--- src/rtl/timing_control_unit.sv ---
// Sequence counter and instruction-cycle controller.
// Turns the decoded opcode into one-hot T states and fetch/decode/execute strobes.
module timing_control_unit #(
   parameter int SC_WIDTH = 4
) (
   input  logic                     clk,
   input  logic                     reset,
   input  logic                     start,
   input  logic                     halt,
   input  logic [7:0]               instruction,
   input  logic                     ir_i,
   output logic [2**SC_WIDTH-1:0]   timing,
   output logic                     fetch_ar_pc,
   output logic                     fetch_ir_mem,
   output logic                     pc_inc,
   output logic                     decode_ld,
   output logic                     indirect_rd,
   output logic                     exec_en,
   output logic                     instr_done,
   output logic [7:0]               d_latched,
   output logic                     running,
   output logic                     illegal
);

   localparam int TW = 2**SC_WIDTH;
   localparam logic [SC_WIDTH-1:0] SC_T0 = SC_WIDTH'(0);
   localparam logic [SC_WIDTH-1:0] SC_T1 = SC_WIDTH'(1);
   localparam logic [SC_WIDTH-1:0] SC_T2 = SC_WIDTH'(2);
   localparam logic [SC_WIDTH-1:0] SC_T3 = SC_WIDTH'(3);
   localparam logic [SC_WIDTH-1:0] SC_T4 = SC_WIDTH'(4);
   localparam logic [SC_WIDTH-1:0] SC_T5 = SC_WIDTH'(5);
   localparam logic [SC_WIDTH-1:0] SC_T6 = SC_WIDTH'(6);
   localparam logic [SC_WIDTH-1:0] SC_T7 = SC_WIDTH'(7);

   logic [SC_WIDTH-1:0] r_sc;
   logic                r_run;
   logic [7:0]          r_d;
   logic                r_i;
   logic                r_illegal;

   logic [SC_WIDTH-1:0] w_last;
   logic                w_onehot;
   logic                w_bad_sc;
   logic                w_t2;
   logic                w_done;
   logic                w_exec;

   assign w_onehot = (instruction != 8'h00) &&
                     ((instruction & (instruction - 8'd1)) == 8'h00);
   assign w_bad_sc = r_run && (r_sc >= SC_T7);
   assign w_t2     = r_run && (r_sc == SC_T2);

   // Final T state per opcode; zero means no legal opcode is latched
   always_comb begin
      w_last = SC_T0;
      if (r_d[7])
         w_last = SC_T3;
      else if (r_d[3] || r_d[4])
         w_last = SC_T4;
      else if (r_d[0] || r_d[1] || r_d[2] || r_d[5])
         w_last = SC_T5;
      else if (r_d[6])
         w_last = SC_T6;
   end

   assign w_done = r_run && !w_bad_sc && (r_sc >= SC_T3) &&
                   (r_sc == w_last);

   assign w_exec = r_run && !w_bad_sc &&
                   ((r_d[7] && (r_sc == SC_T3)) ||
                    (!r_d[7] && (r_d[6:0] != 7'h00) &&
                     (r_sc >= SC_T4) && (r_sc <= w_last)));

   always_ff @(posedge clk or posedge reset) begin
      if (reset) begin
         r_sc      <= SC_T0;
         r_run     <= 1'b0;
         r_d       <= 8'h00;
         r_i       <= 1'b0;
         r_illegal <= 1'b0;
      end else if (!r_run) begin
         r_sc <= SC_T0;
         if (start && !r_illegal)
            r_run <= 1'b1;
      end else if (w_bad_sc) begin
         r_sc      <= SC_T0;
         r_run     <= 1'b0;
         r_illegal <= 1'b1;
      end else if (w_t2) begin
         r_d <= instruction;
         r_i <= ir_i;
         if (w_onehot) begin
            r_sc <= SC_T3;
         end else begin
            r_sc      <= SC_T0;
            r_run     <= 1'b0;
            r_illegal <= 1'b1;
         end
      end else if (w_done) begin
         r_sc <= SC_T0;
         if (halt)
            r_run <= 1'b0;
      end else begin
         r_sc <= r_sc + SC_WIDTH'(1);
      end
   end

   assign timing       = r_run ? (TW'(1) << r_sc) : '0;
   assign fetch_ar_pc  = r_run && (r_sc == SC_T0);
   assign fetch_ir_mem = r_run && (r_sc == SC_T1);
   assign pc_inc       = r_run && (r_sc == SC_T1);
   assign decode_ld    = w_t2;
   assign indirect_rd  = r_run && (r_sc == SC_T3) && !r_d[7] &&
                         (r_d[6:0] != 7'h00) && r_i;
   assign exec_en      = w_exec;
   assign instr_done   = w_done;
   assign d_latched    = r_d;
   assign running      = r_run;
   assign illegal      = r_illegal;

   logic w_unused;
   assign w_unused = (SC_T5 == SC_T6) | (SC_T4 == SC_T1);

endmodule

--- config.mk ---
export PLATFORM = sky130hd
export DESIGN_NAME = timing_control_unit
export DESIGN_NICKNAME = d
export VERILOG_FILES = /design/src/rtl/timing_control_unit.sv
export SDC_FILE = /design/constraint.sdc
export NUM_CORES = 1
export LEC_CHECK = 0
export BUFFER_PORTS_ARGS = -buffer_cell sky130_fd_sc_hd__clkbuf_2
export CAP_MARGIN = 0
export CORE_AREA = 2 2 52 54
export DETAILED_ROUTE_END_ITERATION = 10
export DIE_AREA = 0 0 54 56
export PLACE_DENSITY = 0.78
export SETUP_SLACK_MARGIN = 0.15
export SLEW_MARGIN = 20
export SYNTH_ARGS = -nofsm -noshare
export SYNTH_HDL_FRONTEND = slang
export SYNTH_SLANG_ARGS = --single-unit
--- constraint.sdc ---
create_clock -name clk -period 2.47 [get_ports clk]
set_clock_uncertainty 0.1 [all_clocks]
set_input_delay 0.247 -clock clk [delete_from_list [all_inputs] [get_ports clk]]
set_output_delay 0.247 -clock clk [all_outputs]
set_load 0.01 [all_outputs]
==> results.json <==
{
  "final_cell_mix": "sky130_fd_sc_hd__clkbuf_2, sky130_fd_sc_hd__nand2_1, sky130_fd_sc_hd__dfrtp_1",
  "final.period_utilization": 1.153,
  "worst_hold_path_type": "primary input to flip-flop",
  "fp.dieW_um": 54,
  "synth_cell_type_count": 36,
  "viasPerCell": 5.335,
  "setup.worst_path.class": "flip-flop to output port",
  "worst_max_slew_pin_slew_ps": 557.5,
  "timing.critical_path.required_ps": 2120,
  "grt_use_total": 0.1948,
  "ys_seq_area_frac": 0.3375,
  "max_freq_mhz": 351.3,
  "io_pins": 46,
  "tritoncts_clock_tree": "yes",
  "cts_inserted_buffers": 3,
  "hpwlAfterDp_um": 2180,
  "timing.critical_path.to_type": "output port",
  "finalSetupViolCount": 2,
  "number_of_global_route_vias_before_repair": 1062,
  "layout-drive-gt1-share": 0.3404,
  "power.density_nw_per_um2": 860.7,
  "drt_pass_1_iters": 5,
  "clock_edge_transition_at_the_registers_on_the_reported_setup_and_hold_paths_ps": 90,
  "ctsHtreeMaxLevel": 1,
  "placedInstanceArea_um2": 1384,
  "critical_path.startpoint_type": "flip-flop",
  "dr_total_vias": 1163,
  "detail_route.drc_violations": 0,
  "syn-mean-instance-area_um2": 8.060,
  "cp.arrival_ps": 2500,
  "worstHoldStart": "ir_i",
  "critical_path.max_fanout": 2,
  "grt_pass1_wl_um": 4485,
  "synth_top_family_by_area": "simple AND/OR/NAND/NOR gates",
  "finish.net_count": 211,
  "synthesis.nets": 160,
  "ctsLongestPathBuffers": 2,
  "drv.max_cap_violation_count": 0,
  "io_buffer_count": 45,
  "initialDrtViolationCount": 26,
  "violations": "setup timing",
  "post-cts-setup-buffers": 0,
  "post_synth_instance_area_um2": 1112,
  "worst_r2r_startpoint": "d_latched[5]",
  "synthesis.yosys.warnings": 0,
  "grt_setup_unrepaired": "yes",
  "gr-total-overflow": 0,
  "core_um2": 2432,
  "status": "finished, violations left",
  "period_needed_ps": 2847,
  "timing_max_transition_violations_final": 0,
  "routabilityCongestion": 0.8258,
  "num_rows": 18,
  "total_leakage_power_uw": 0.0007925,
  "mostFrequentLayoutCell": "sky130_fd_sc_hd__clkbuf_2",
  "postLayoutSetupSlackWorst_ps": -376.7,
  "maxSlewHeadroom": 0.6279,
  "synthArstFlopShare": 1.000,
  "die_height_um": 56,
  "critPathLaunch": "d_latched[5]",
  "syn-instance-count": 138,
  "clkSinkCount": 15,
  "antenna_violations_before_repair": 0,
  "synth-edff-count": 0,
  "detail_routed_net_length_per_standard_cell_um": 12.40,
  "final-hold-violation-count": 0,
  "synthFlopType": "sky130_fd_sc_hd__dfrtp_1",
  "worst_ir_drop_vdd_mv": 0.5278,
  "maximum_number_of_pins_on_one_net_before_global_route_repair": 16,
  "drt_wl_total_um": 2703,
  "detail-route-antenna-nets": 0,
  "synth_mux_area_frac": 0,
  "ys_ff_latch": 15,
  "synth_adder_area_share": 0.1012,
  "synth_xor_area_frac": 0.007874,
  "fin_area_um2": 1445,
  "clk_latency_ps": 280,
  "antennaDiodeCount": 0,
  "initial_core_util": 0.4573,
  "clock_tree.root_cell": "sky130_fd_sc_hd__clkbuf_4",
  "share_of_the_synthesized_area_in_compound_gates_ao_oa_aoi_oai": 0.1012,
  "finalCoreUtilization": 0.5941,
  "synth-simple-area-share": 0.3971,
  "design.die.area_um2": 3024,
  "synthToLayoutAreaGrowth_pct": 29.92
}
[registers in the layout (all words and copies together) (netlist names)]
signal,count
d_latched,8
illegal,1
r_i,1
r_sc,4
running,1
[metal layers]
layer	up-vias	global-route usage	wire length, um	part of all wire
li1	577	-	-	-
met1	541	0.2428	1153	0.43
met2	40	0.3293	1374	0.51
met3	5	0.008065	132	0.049
met4	0	0.1000	42	0.016
met5	-	0	0	0
[worst max-delay path, cell delays in order, from the launching register on]
cell and delay [ps]:
sky130_fd_sc_hd__dfrtp_1 390, sky130_fd_sc_hd__or4_4 560, sky130_fd_sc_hd__nor3_4 140, sky130_fd_sc_hd__a21oi_1 90, sky130_fd_sc_hd__ha_1 290, sky130_fd_sc_hd__nor2b_1 130
sky130_fd_sc_hd__o21a_1 160, sky130_fd_sc_hd__o21ai_1 130, sky130_fd_sc_hd__a31oi_1 90, sky130_fd_sc_hd__nor2_1 100, sky130_fd_sc_hd__buf_2 140
[what timing repair did]
item                                   CTS  global route
gates cloned                             0             0
pin swaps                                1             0
endpoints found under the hold margin   15             0
resized for setup                        5             2
hold buffers                             1             0
setup endpoints to repair                7             8
[final cells by class]
type                            count  area [um^2]
Tap cell                           30        37.54
Inverter                            8        30.03
Multi-Input combinational cell    110        700.7
Fill cell                         210        987.2
Clock inverter                      1        5.005
Sequential cell                    15        376.6
Timing Repair Buffer               51        272.8
Clock buffer                        3        22.52
[stage by stage]
step | std cells | setup WS [ps] | hold slack (ps) | TNS, ps | total power [uW]
floorplan | 138 | 16.90 | 48.48 | 0 | 824.2
global placement | 213 | -25.84 | 189.4 | -40.43 | 1056
detailed placement | 213 | -115.7 | 210.5 | -370.4 | 1085
CTS | 218 | -393.0 | 55.62 | -771.8 | 1245
global route | 218 | -525.4 | 70.53 | -1268 | 1351
finish | 218 | -376.7 | 63.08 | -753.3 | 1244
[worst paths after layout]
| check | end | slack [ps] | cells after the start |
|---|---|---|---|
| setup reg to reg | running | 60 | 9 |
| hold reg to reg | illegal | 400 | 1 |
| max in group asynchronous | r_sc[3] | 1430 | 3 |
| min in group asynchronous | r_sc[0] | 440 | 3 |
| setup / recovery | exec_en | -380 | 10 |
| hold / removal | r_i | 60 | 3 |
[logic make-up after synthesis]
group	after synthesis
DFF	15
buffers and inverters	13
and+or+nand+nor	83
adders and majority gates	9
AOI/OAI and AO/OA	17
xor gates and xnor gates	1
[where the power goes]
part | switching [uW] | total [uW] | leakage (uW) | internal, uW
Sequential | 113 | 456 | 0.000175 | 343
Clock | 80.4 | 141 | 0.0000177 | 60.1
Combinational | 360 | 647 | 0.000600 | 287
[cells in the mapped netlist, types with 2 or more instances]
cell type / count / share of area
sky130_fd_sc_hd__o21ai_1: 2 / 0.0090
sky130_fd_sc_hd__nand2_1: 32 / 0.11
sky130_fd_sc_hd__and2_1: 7 / 0.039
sky130_fd_sc_hd__o21ai_0: 2 / 0.0090
sky130_fd_sc_hd__a211oi_1: 2 / 0.013
sky130_fd_sc_hd__a21oi_1: 4 / 0.018
sky130_fd_sc_hd__nand4b_1: 4 / 0.031
sky130_fd_sc_hd__nor3_1: 4 / 0.018
sky130_fd_sc_hd__buf_4: 3 / 0.020
sky130_fd_sc_hd__ha_1: 9 / 0.10
sky130_fd_sc_hd__nor2_1: 11 / 0.037
sky130_fd_sc_hd__dfrtp_1: 15 / 0.34
sky130_fd_sc_hd__nand3_1: 3 / 0.013
sky130_fd_sc_hd__inv_1: 7 / 0.024
sky130_fd_sc_hd__and3_1: 12 / 0.067
No activity file was read; power rests on OpenSTA's default activity.
